===== config.mk =====
export PLATFORM = sky130hd
export DESIGN_NAME = dat_read_crc16
export DESIGN_NICKNAME = d
export VERILOG_FILES = /design/src/rtl/dat_read_crc16.sv
export SDC_FILE = /design/constraint.sdc
export NUM_CORES = 1
export LEC_CHECK = 0
export ABC_AREA = 0
export ABC_CLOCK_PERIOD_IN_PS = 2740
export CORE_AREA = 2 2 82 84
export DETAILED_ROUTE_END_ITERATION = 12
export DIE_AREA = 0 0 84 86
export SYNTH_ARGS = -nofsm -noshare
export SYNTH_HDL_FRONTEND = slang
export SYNTH_SLANG_ARGS = --single-unit

===== constraint.sdc =====
create_clock -name clk_i -period 2.74 [get_ports clk_i]
set_input_delay 0.548 -clock clk_i [delete_from_list [all_inputs] [get_ports clk_i]]
set_output_delay 0.548 -clock clk_i [all_outputs]
set_load 0.02 [all_outputs]

===== src/rtl/dat_read_crc16.sv =====
// Receive-side SD DAT0 framer: start-bit hunt, data forwarding, CRC16-CCITT check, end-bit check.
// Optional start-bit timeout is built when SDHCI_DAT_READ_TIMEOUT_EN is defined.
module dat_read_crc16 #(
  parameter int unsigned TimeoutSamples = 65535
) (
  input  logic        clk_i,
  input  logic        rst_i,
  input  logic        sample_en_i,
  input  logic        dat_ser_i,
  input  logic        start_i,
  input  logic        abort_i,
  input  logic [11:0] block_len_i,
  output logic        busy_o,
  output logic        data_valid_o,
  output logic        data_bit_o,
  output logic        done_o,
  output logic        crc_err_o,
  output logic        end_err_o,
  output logic        timeout_o
);

  typedef enum logic [2:0] {
    S_IDLE,
    S_WAIT_START,
    S_DATA,
    S_CRC,
    S_END
  } state_t;

  state_t      state;
  logic [11:0] len_q;
  logic [14:0] bit_cnt;
  logic [15:0] crc;
  logic [15:0] crc_next;
  logic        fb;

  // Data bits and received CRC bits share one update; a matching CRC leaves a zero remainder.
  always_comb begin
    fb       = dat_ser_i ^ crc[15];
    crc_next = {crc[14:0], 1'b0} ^ (fb ? 16'h1021 : 16'h0000);
  end

`ifdef SDHCI_DAT_READ_TIMEOUT_EN
  logic [31:0] tmo_cnt;
`else
  logic unused_timeout_cfg;
  assign unused_timeout_cfg = (TimeoutSamples == 32'd0);
  assign timeout_o          = 1'b0;
`endif

  always_ff @(posedge clk_i or posedge rst_i) begin
    if (rst_i) begin
      state        <= S_IDLE;
      len_q        <= '0;
      bit_cnt      <= '0;
      crc          <= '0;
      busy_o       <= 1'b0;
      data_valid_o <= 1'b0;
      data_bit_o   <= 1'b0;
      done_o       <= 1'b0;
      crc_err_o    <= 1'b0;
      end_err_o    <= 1'b0;
`ifdef SDHCI_DAT_READ_TIMEOUT_EN
      tmo_cnt      <= '0;
      timeout_o    <= 1'b0;
`endif
    end else begin
      data_valid_o <= 1'b0;
      done_o       <= 1'b0;
      crc_err_o    <= 1'b0;
      end_err_o    <= 1'b0;
`ifdef SDHCI_DAT_READ_TIMEOUT_EN
      timeout_o    <= 1'b0;
`endif
      if (abort_i) begin
        state  <= S_IDLE;
        busy_o <= 1'b0;
      end else begin
        case (state)
          S_IDLE: begin
            if (start_i && (block_len_i != 12'd0)) begin
              len_q  <= block_len_i;
              crc    <= '0;
              state  <= S_WAIT_START;
              busy_o <= 1'b1;
`ifdef SDHCI_DAT_READ_TIMEOUT_EN
              tmo_cnt <= '0;
`endif
            end
          end
          S_WAIT_START: begin
            if (sample_en_i) begin
              if (!dat_ser_i) begin
                state   <= S_DATA;
                bit_cnt <= {len_q, 3'b000};
              end
`ifdef SDHCI_DAT_READ_TIMEOUT_EN
              else if (tmo_cnt == TimeoutSamples - 32'd1) begin
                state     <= S_IDLE;
                busy_o    <= 1'b0;
                timeout_o <= 1'b1;
              end else begin
                tmo_cnt <= tmo_cnt + 32'd1;
              end
`endif
            end
          end
          S_DATA: begin
            if (sample_en_i) begin
              data_valid_o <= 1'b1;
              data_bit_o   <= dat_ser_i;
              crc          <= crc_next;
              if (bit_cnt == 15'd1) begin
                state   <= S_CRC;
                bit_cnt <= 15'd16;
              end else begin
                bit_cnt <= bit_cnt - 15'd1;
              end
            end
          end
          S_CRC: begin
            if (sample_en_i) begin
              crc <= crc_next;
              if (bit_cnt == 15'd1) begin
                state <= S_END;
              end else begin
                bit_cnt <= bit_cnt - 15'd1;
              end
            end
          end
          S_END: begin
            if (sample_en_i) begin
              done_o    <= 1'b1;
              crc_err_o <= (crc != 16'h0000);
              end_err_o <= ~dat_ser_i;
              state     <= S_IDLE;
              busy_o    <= 1'b0;
            end
          end
          default: begin
            state  <= S_IDLE;
            busy_o <= 1'b0;
          end
        endcase
      end
    end
  end

endmodule

==> flow_summary_export.csv, run 1 <==
group,metric,value,unit
placed_design,hpwl,4300,um
pwr,ir_worst_vdd,0.431,mV
routing,wl,5880,um
placed_design,gp_congestion,0.880,
routing,drc,0,
yosys,synth_edf_count,0,
floorplan,core-area,0.00628,mm2
global_routing,grt_pass1_wl,9930,um
yosys,synthTopCellsByArea,"dfrtp_1 50%, mux2_2 6.4%, o21ai_0 5.3%",
yosys,yosysMostFrequentCell,"dfrtp_1",
setup_path,path_class,"reg -> reg",
cts,root_buffer,"clkbuf_8",
cts,ctsHtreeMaxLevel,2,
yosys,netlist_area,0.00263,mm2
final_layout,layout.nets,312,
yosys,yosys.area.top_type,"dfrtp_1",
cts,cts_resized,0,
setup_path,end_kind,"flip-flop",
cts,cts_tree,"yes",
setup_path,crit_arrival,2.42,ns
status,outcome,"complete, no violations",
global_routing,grt_overflow,0,
sta,worst_pin_slew,0.637,ns
routing,viasPerCell,5.70,
pwr,leakagePower,1.29,nW
yosys,yosys_warnings,0,
cts,clk_pin_slew,0.09,ns
setup_path,worst_setup_path_start_kind,"flip-flop",
yosys,synth_top_area_share,49.5,%
yosys,synth_seq_cells,52,
floorplan,num_rows,29,
cts,cts_max_path_buffers,2,
yosys,synthArstFlopShare,100,%
cts,clk_latency,0.30,ns
placed_design,dp.cells,362,
setup_path,required,2.93,ns
global_routing,grt_max_degree,31,
final_layout,stdcell_count,368,
final_layout,diodes,0,
setup_path,path_max_fanout,10,
floorplan,initial_core_util,41.9,%
yosys,ys_types,54,
global_routing,grtUsageTotal,17.0,%
sta,max_slew_margin,56.4,%
min_path,min_path_type,"reg -> reg",
sta,fin_ws,0.507,ns
routing,num_vias,2096,
final_layout,final_layout_size_suffix_gt1_share,13.1,%
global_routing,grt_pass1_vias,2035,
setup_path,r2r_cells,5,
yosys,yosysSeqAreaShare,49.5,%
routing,drtAntennaViolNets,0,
sta,max_freq,448,MHz
sta,period_share,81.5,%
yosys,syn_area_per_cell,9.74,um2
floorplan,dieArea,0.00722,mm2
placed_design,pre_cts_slack,0.192,ns
routing,drt_iter0_markers,109,
placed_design,port_buffers,23,
sta,fin_skew,0.00303,ns
run,cap_violations,0,
final_layout,syn2layout_area_growth,16.4,%
global_routing,grt_antenna_before_repair,0,
sta,hold_viol,0,
yosys,yosys-top-cells-count,"52 x dfrtp_1, 28 x o21ai_0, 21 x inv_1",
routing,dr.pass1.iters,4,
min_path,min_path_cells,1,
floorplan,io_pins,25,
sta,min_period,2.23,ns
sta,setup_tns,0,ns
sta,rsz0062_at_grt,"no",
yosys,synthCells,270,
cts,cts_hold_buf,0,
cts,clock-sinks,52,
sta,drv_slew,0,
floorplan,die_h,86,um
floorplan,dieWidth,84,um
routing,wl_per_cell,16.0,um
yosys,synth_flop_cell,"dfrtp_1",
sta,setup_viol,0,
pwr,power.density,876,mW/mm2
cts,postCtsSetupBuffers,0,
cts,cts_inserted_buffers,5,
yosys,syn_nets,290,
per-layer routing:
metal | up-vias | part of all wire, % | track usage (%)
li1 | 1023 | - | -
met1 | 1015 | 47 | 23.3
met2 | 47 | 48 | 28.1
met3 | 11 | 3.3 | 2.31
met4 | 0 | 1.9 | 5.87
met5 | - | 0 | 0
flip-flops by register name, indices dropped and copies added, names as in the netlist, 3 cells and up:
signal,count
crc,16
bit_cnt,15
len_q,12
state,3
power by group:
group          total (W)  internal [W]  leakage, nW  switching (W)
Sequential       0.00121      0.000990        0.677       0.000222
Combinational   0.000961      0.000456        0.562       0.000505
Clock           0.000507      0.000263       0.0501       0.000244
Total            0.00268       0.00171         1.29       0.000972
final timing paths:
kind	from	to	slack (ns)
setup / recovery	state[0]	state[0]	0.51
hold / removal	len_q[7]	len_q[7]	0.52
setup reg to reg	state[0]	state[0]	0.51
hold reg to reg	len_q[7]	len_q[7]	0.52
max in group asynchronous	rst_i	bit_cnt[1]	1.61
min in group asynchronous	rst_i	crc[4]	0.60
cells by family after synthesis:
kind of cell / count (synthesis) / share of synthesized area [%]
flip-flops: 52 / 49.5
multiplexers: 16 / 7.00
AO/OA/AOI/OAI: 66 / 16.7
adder cells (fa/ha/maj): 2 / 0.952
XOR/XNOR: 3 / 1.00
other: 1 / 0.143
buffers and inverters: 37 / 5.52
AND/OR/NAND/NOR: 93 / 19.2
final cells by class:
type                            count  area (um2)
Clock buffer                        5        68.8
Clock inverter                      1        30.0
Fill cell                         614        3220
Inverter                           21        78.8
Multi-Input combinational cell    181        1180
Sequential cell                    52        1300
Tap cell                           77        96.3
Timing Repair Buffer               31         303
placed cells by master, fill, tap and decap left out, drive strengths merged, types with 2 or more instances in the layout:
cell,netlist,layout
dfrtp,52,52
o21ai,29,29
clkdlybuf4s50,0,23
inv,21,21
nand3,20,20
nor2,17,17
mux2,16,16
nor4,12,12
nand2,11,11
nor3,9,9
buf,4,8
a22o,5,5
clkbuf,12,5
nand2b,4,4
nor2b,4,4
o31ai,4,4
o22ai,4,4
a22oi,3,3
a32oi,3,3
or2,2,2
a21oi,2,2
a31o,2,2
and4,2,2
nand4,2,2
nor3b,2,2
o2bb2ai,2,2
xnor2,2,2
ha,2,2
or4,2,2
or3b,2,2
through the flow:
stage / instance area, um2 / hold slack (ns) / util [%] / total power [W]
after detailed placement: 2960 / 0.501 / 47.2 / 0.00218
after global placement: 2960 / 0.494 / 47.2 / 0.00218
after floorplan: 2630 / 0.480 / - / 0.00188
after CTS: 3060 / 0.522 / 48.8 / 0.00269
final: 3060 / 0.519 / 48.8 / 0.00268
after global routing: 3060 / 0.543 / 48.8 / 0.00285
critical path, stage by stage (launching register included):
cell and delay, ns:
dfrtp_1 0.51, or2_2 0.37, a2111oi_0 0.59, a31o_2 0.19, a211o_1 0.16, mux2_4 0.31
Note: power is estimated with default switching activity, not from simulation.
==> run 2, diff against run 1 <==
- ABC_CLOCK_PERIOD_IN_PS: 2740 -> 2100
- clock period: 2.74 -> 2.1 ns (I/O delays scaled with it)
==> run 2 against run 1 <==
  * Sequential share of layout area shrank 4.3 points
  * Largest power group is now combinational logic
  * Clock power rose by 38%
  * Total power grew 46%
  * Die area unchanged
  * Global-route usage increased by 2.1 points
  * Sequential power is 25% higher
==> flow_summary_export.csv, run 2 (synthesized netlist as in run 1, its figures left out) <==
group,metric,value,unit
sta,fin_skew,0.00596,ns
placed_design,dpl-instance-area,0.00325,mm2
final_layout,regMostFlops,"crc",
cts,clk_latency,0.30,ns
setup_path,rr_startpoint,"bit_cnt[6]",
cts,clk_pin_slew,0.10,ns
placed_design,hpwl,4810,um
routing,num_vias,2196,
setup_path,worst-path-buf-inv,0,
cts,ctsHtreeMaxLevel,2,
routing,dr.pass1.iters,4,
placed_design,port_buffers,23,
setup_path,worstPathCellList,"or4_4 > nor3_4 > a21oi_2 > a211o_1 > mux2_4",
setup_path,r2r_setup_slack,0.07,ns
pwr,comb_power_share,43.5,%
final_layout,final_layout_size_suffix_gt1_share,25.6,%
setup_path,worst_setup_path_start_kind,"flip-flop",
floorplan,core-area,0.00628,mm2
placed_design,gp_congestion,0.872,
pwr,p_sw_share,35.7,%
setup_path,path_class,"reg -> reg",
setup_path,crit_arrival,2.23,ns
cts,root_buffer,"clkbuf_8",
floorplan,dieArea,0.00722,mm2
final_layout,stdcell_count,405,
sta,setup_viol,0,
pwr,internal-power,0.00251,W
sta,worst_hold_slack,0.425,ns
final_layout,post-route-util,54.3,%
setup_path,r2r-end,"state[0]",
routing,wl_per_cell,15.7,um
setup_path,slowest_stage,"or4_4",
placed_design,dp.cells,397,
setup_path,max_stage_delay,0.58,ns
setup_path,r2r_cells,5,
final_layout,reg_top3,"crc (16), bit_cnt (15), len_q (12)",
setup_path,crit_family,"simple AND/OR/NAND/NOR gates",
sta,period_share,96.8,%
routing,drc,0,
status,outcome,"complete, no violations",
cts,cts_tree,"yes",
setup_path,end_kind,"flip-flop",
final_layout,diodes,0,
min_path,min_path_type,"in -> async",
pwr,leakagePower,1.49,nW
global_routing,grt_overflow,0,
pwr,pwr-share-seq,38.6,%
final_layout,final_area,0.00341,mm2
floorplan,initial_core_util,41.9,%
final_layout,syn2layout_area_growth,29.6,%
sta,drv_slew,0,
pwr,p_switching,0.00140,W
sta,hold_viol,0,
pwr,clkPwrFrac,17.9,%
setup_path,path_max_fanout,3,
final_layout,layout.nets,347,
cts,clock-sinks,52,
pwr,ir_worst_vdd,0.657,mV
global_routing,grtUsageTotal,19.2,%
sta,max_slew_margin,64.8,%
sta,min_period,2.03,ns
sta,rsz0062_at_grt,"yes",
run,cap_violations,0,
sta,worst_pin_slew,0.524,ns
floorplan,io_pins,25,
sta,max_freq,492,MHz
floorplan,die_h,86,um
pwr,power.density,1150,mW/mm2
floorplan,num_rows,29,
floorplan,dieWidth,84,um
routing,viasPerCell,5.42,
routing,wl,6360,um
global_routing,grt_antenna_before_repair,0,
cts,cts_hold_buf,0,
global_routing,grt_pass1_wl,11100,um
global_routing,grt_max_degree,21,
setup_path,required,2.30,ns
final_layout,largest_register_ffs,16,
global_routing,grt_pass1_vias,2215,
cts,cts_inserted_buffers,5,
cts,cts_max_path_buffers,2,
routing,drtAntennaViolNets,0,
final_layout,final_cell_mix,"52 x dfrtp_1, 40 x buf_4, 28 x o21ai_0",
final_layout,final_common_cell,"dfrtp_1",
routing,drt_iter0_markers,137,
## run 2: timing repair
action / in CTS / in global routing
endpoints found under the hold margin: 0 / 0
setup endpoints to repair: 1 / 27
gates cloned: 0 / 0
pin swaps: 1 / 3
gates resized for setup: 0 / 14
buffers inserted: 0 / 0
## run 2: worst max path at each step
stage | from | end | slack (ns) | cells past startpoint
2_1_floorplan | bit_cnt[6] | state[0] | 0.11 | 5
3_3_place_gp | abort_i | len_q[10] | -0.19 | 4
3_5_place_dp | block_len_i[9] | len_q[11] | -0.22 | 5
4_1_cts | bit_cnt[1] | state[0] | 0.01 | 7
5_1_grt | bit_cnt[1] | state[0] | -0.005 | 7
6_report | bit_cnt[6] | state[0] | 0.07 | 5
## run 2: layout make-up
class	instances	area, um2
Fill cell	593	2870
Tap cell	77	96.3
Multi-Input combinational cell	181	1230
Timing Repair Buffer	66	591
Clock inverter	2	38.8
Inverter	21	78.8
Clock buffer	6	72.6
Sequential cell	52	1300
## run 2: routing by layer
metal	part of all wire, %	track usage (%)
met5	0	0
met4	1.1	4.84
met3	2.8	3.08
met2	49	31.9
met1	47	26.3
## run 2: per-stage QoR
stage               worst slack, ns  power, W  setup TNS, ns
global placement             -0.192   0.00312          -4.01
finish                       0.0670   0.00391              0
global route               -0.00493   0.00419       -0.00493
detailed placement           -0.223   0.00315          -5.66
CTS                          0.0118   0.00386              0
floorplan                     0.108   0.00246              0
## run 2: power by group through the flow
stage	sequential [W]	combinational, W	clock (W)
after floorplan	0.00150	0.000956	0
after global placement	0.00151	0.00161	0
after detailed placement	0.00152	0.00163	0
after CTS	0.00150	0.00164	0.000719
after global routing	0.00155	0.00189	0.000753
final	0.00151	0.00170	0.000701
## run 2: worst reg2reg max path: stages (launching register included)
cell and delay, ns:
dfrtp_1 0.40, or4_4 0.58, nor3_4 0.22, a21oi_2 0.08, a211o_1 0.35, mux2_4 0.31
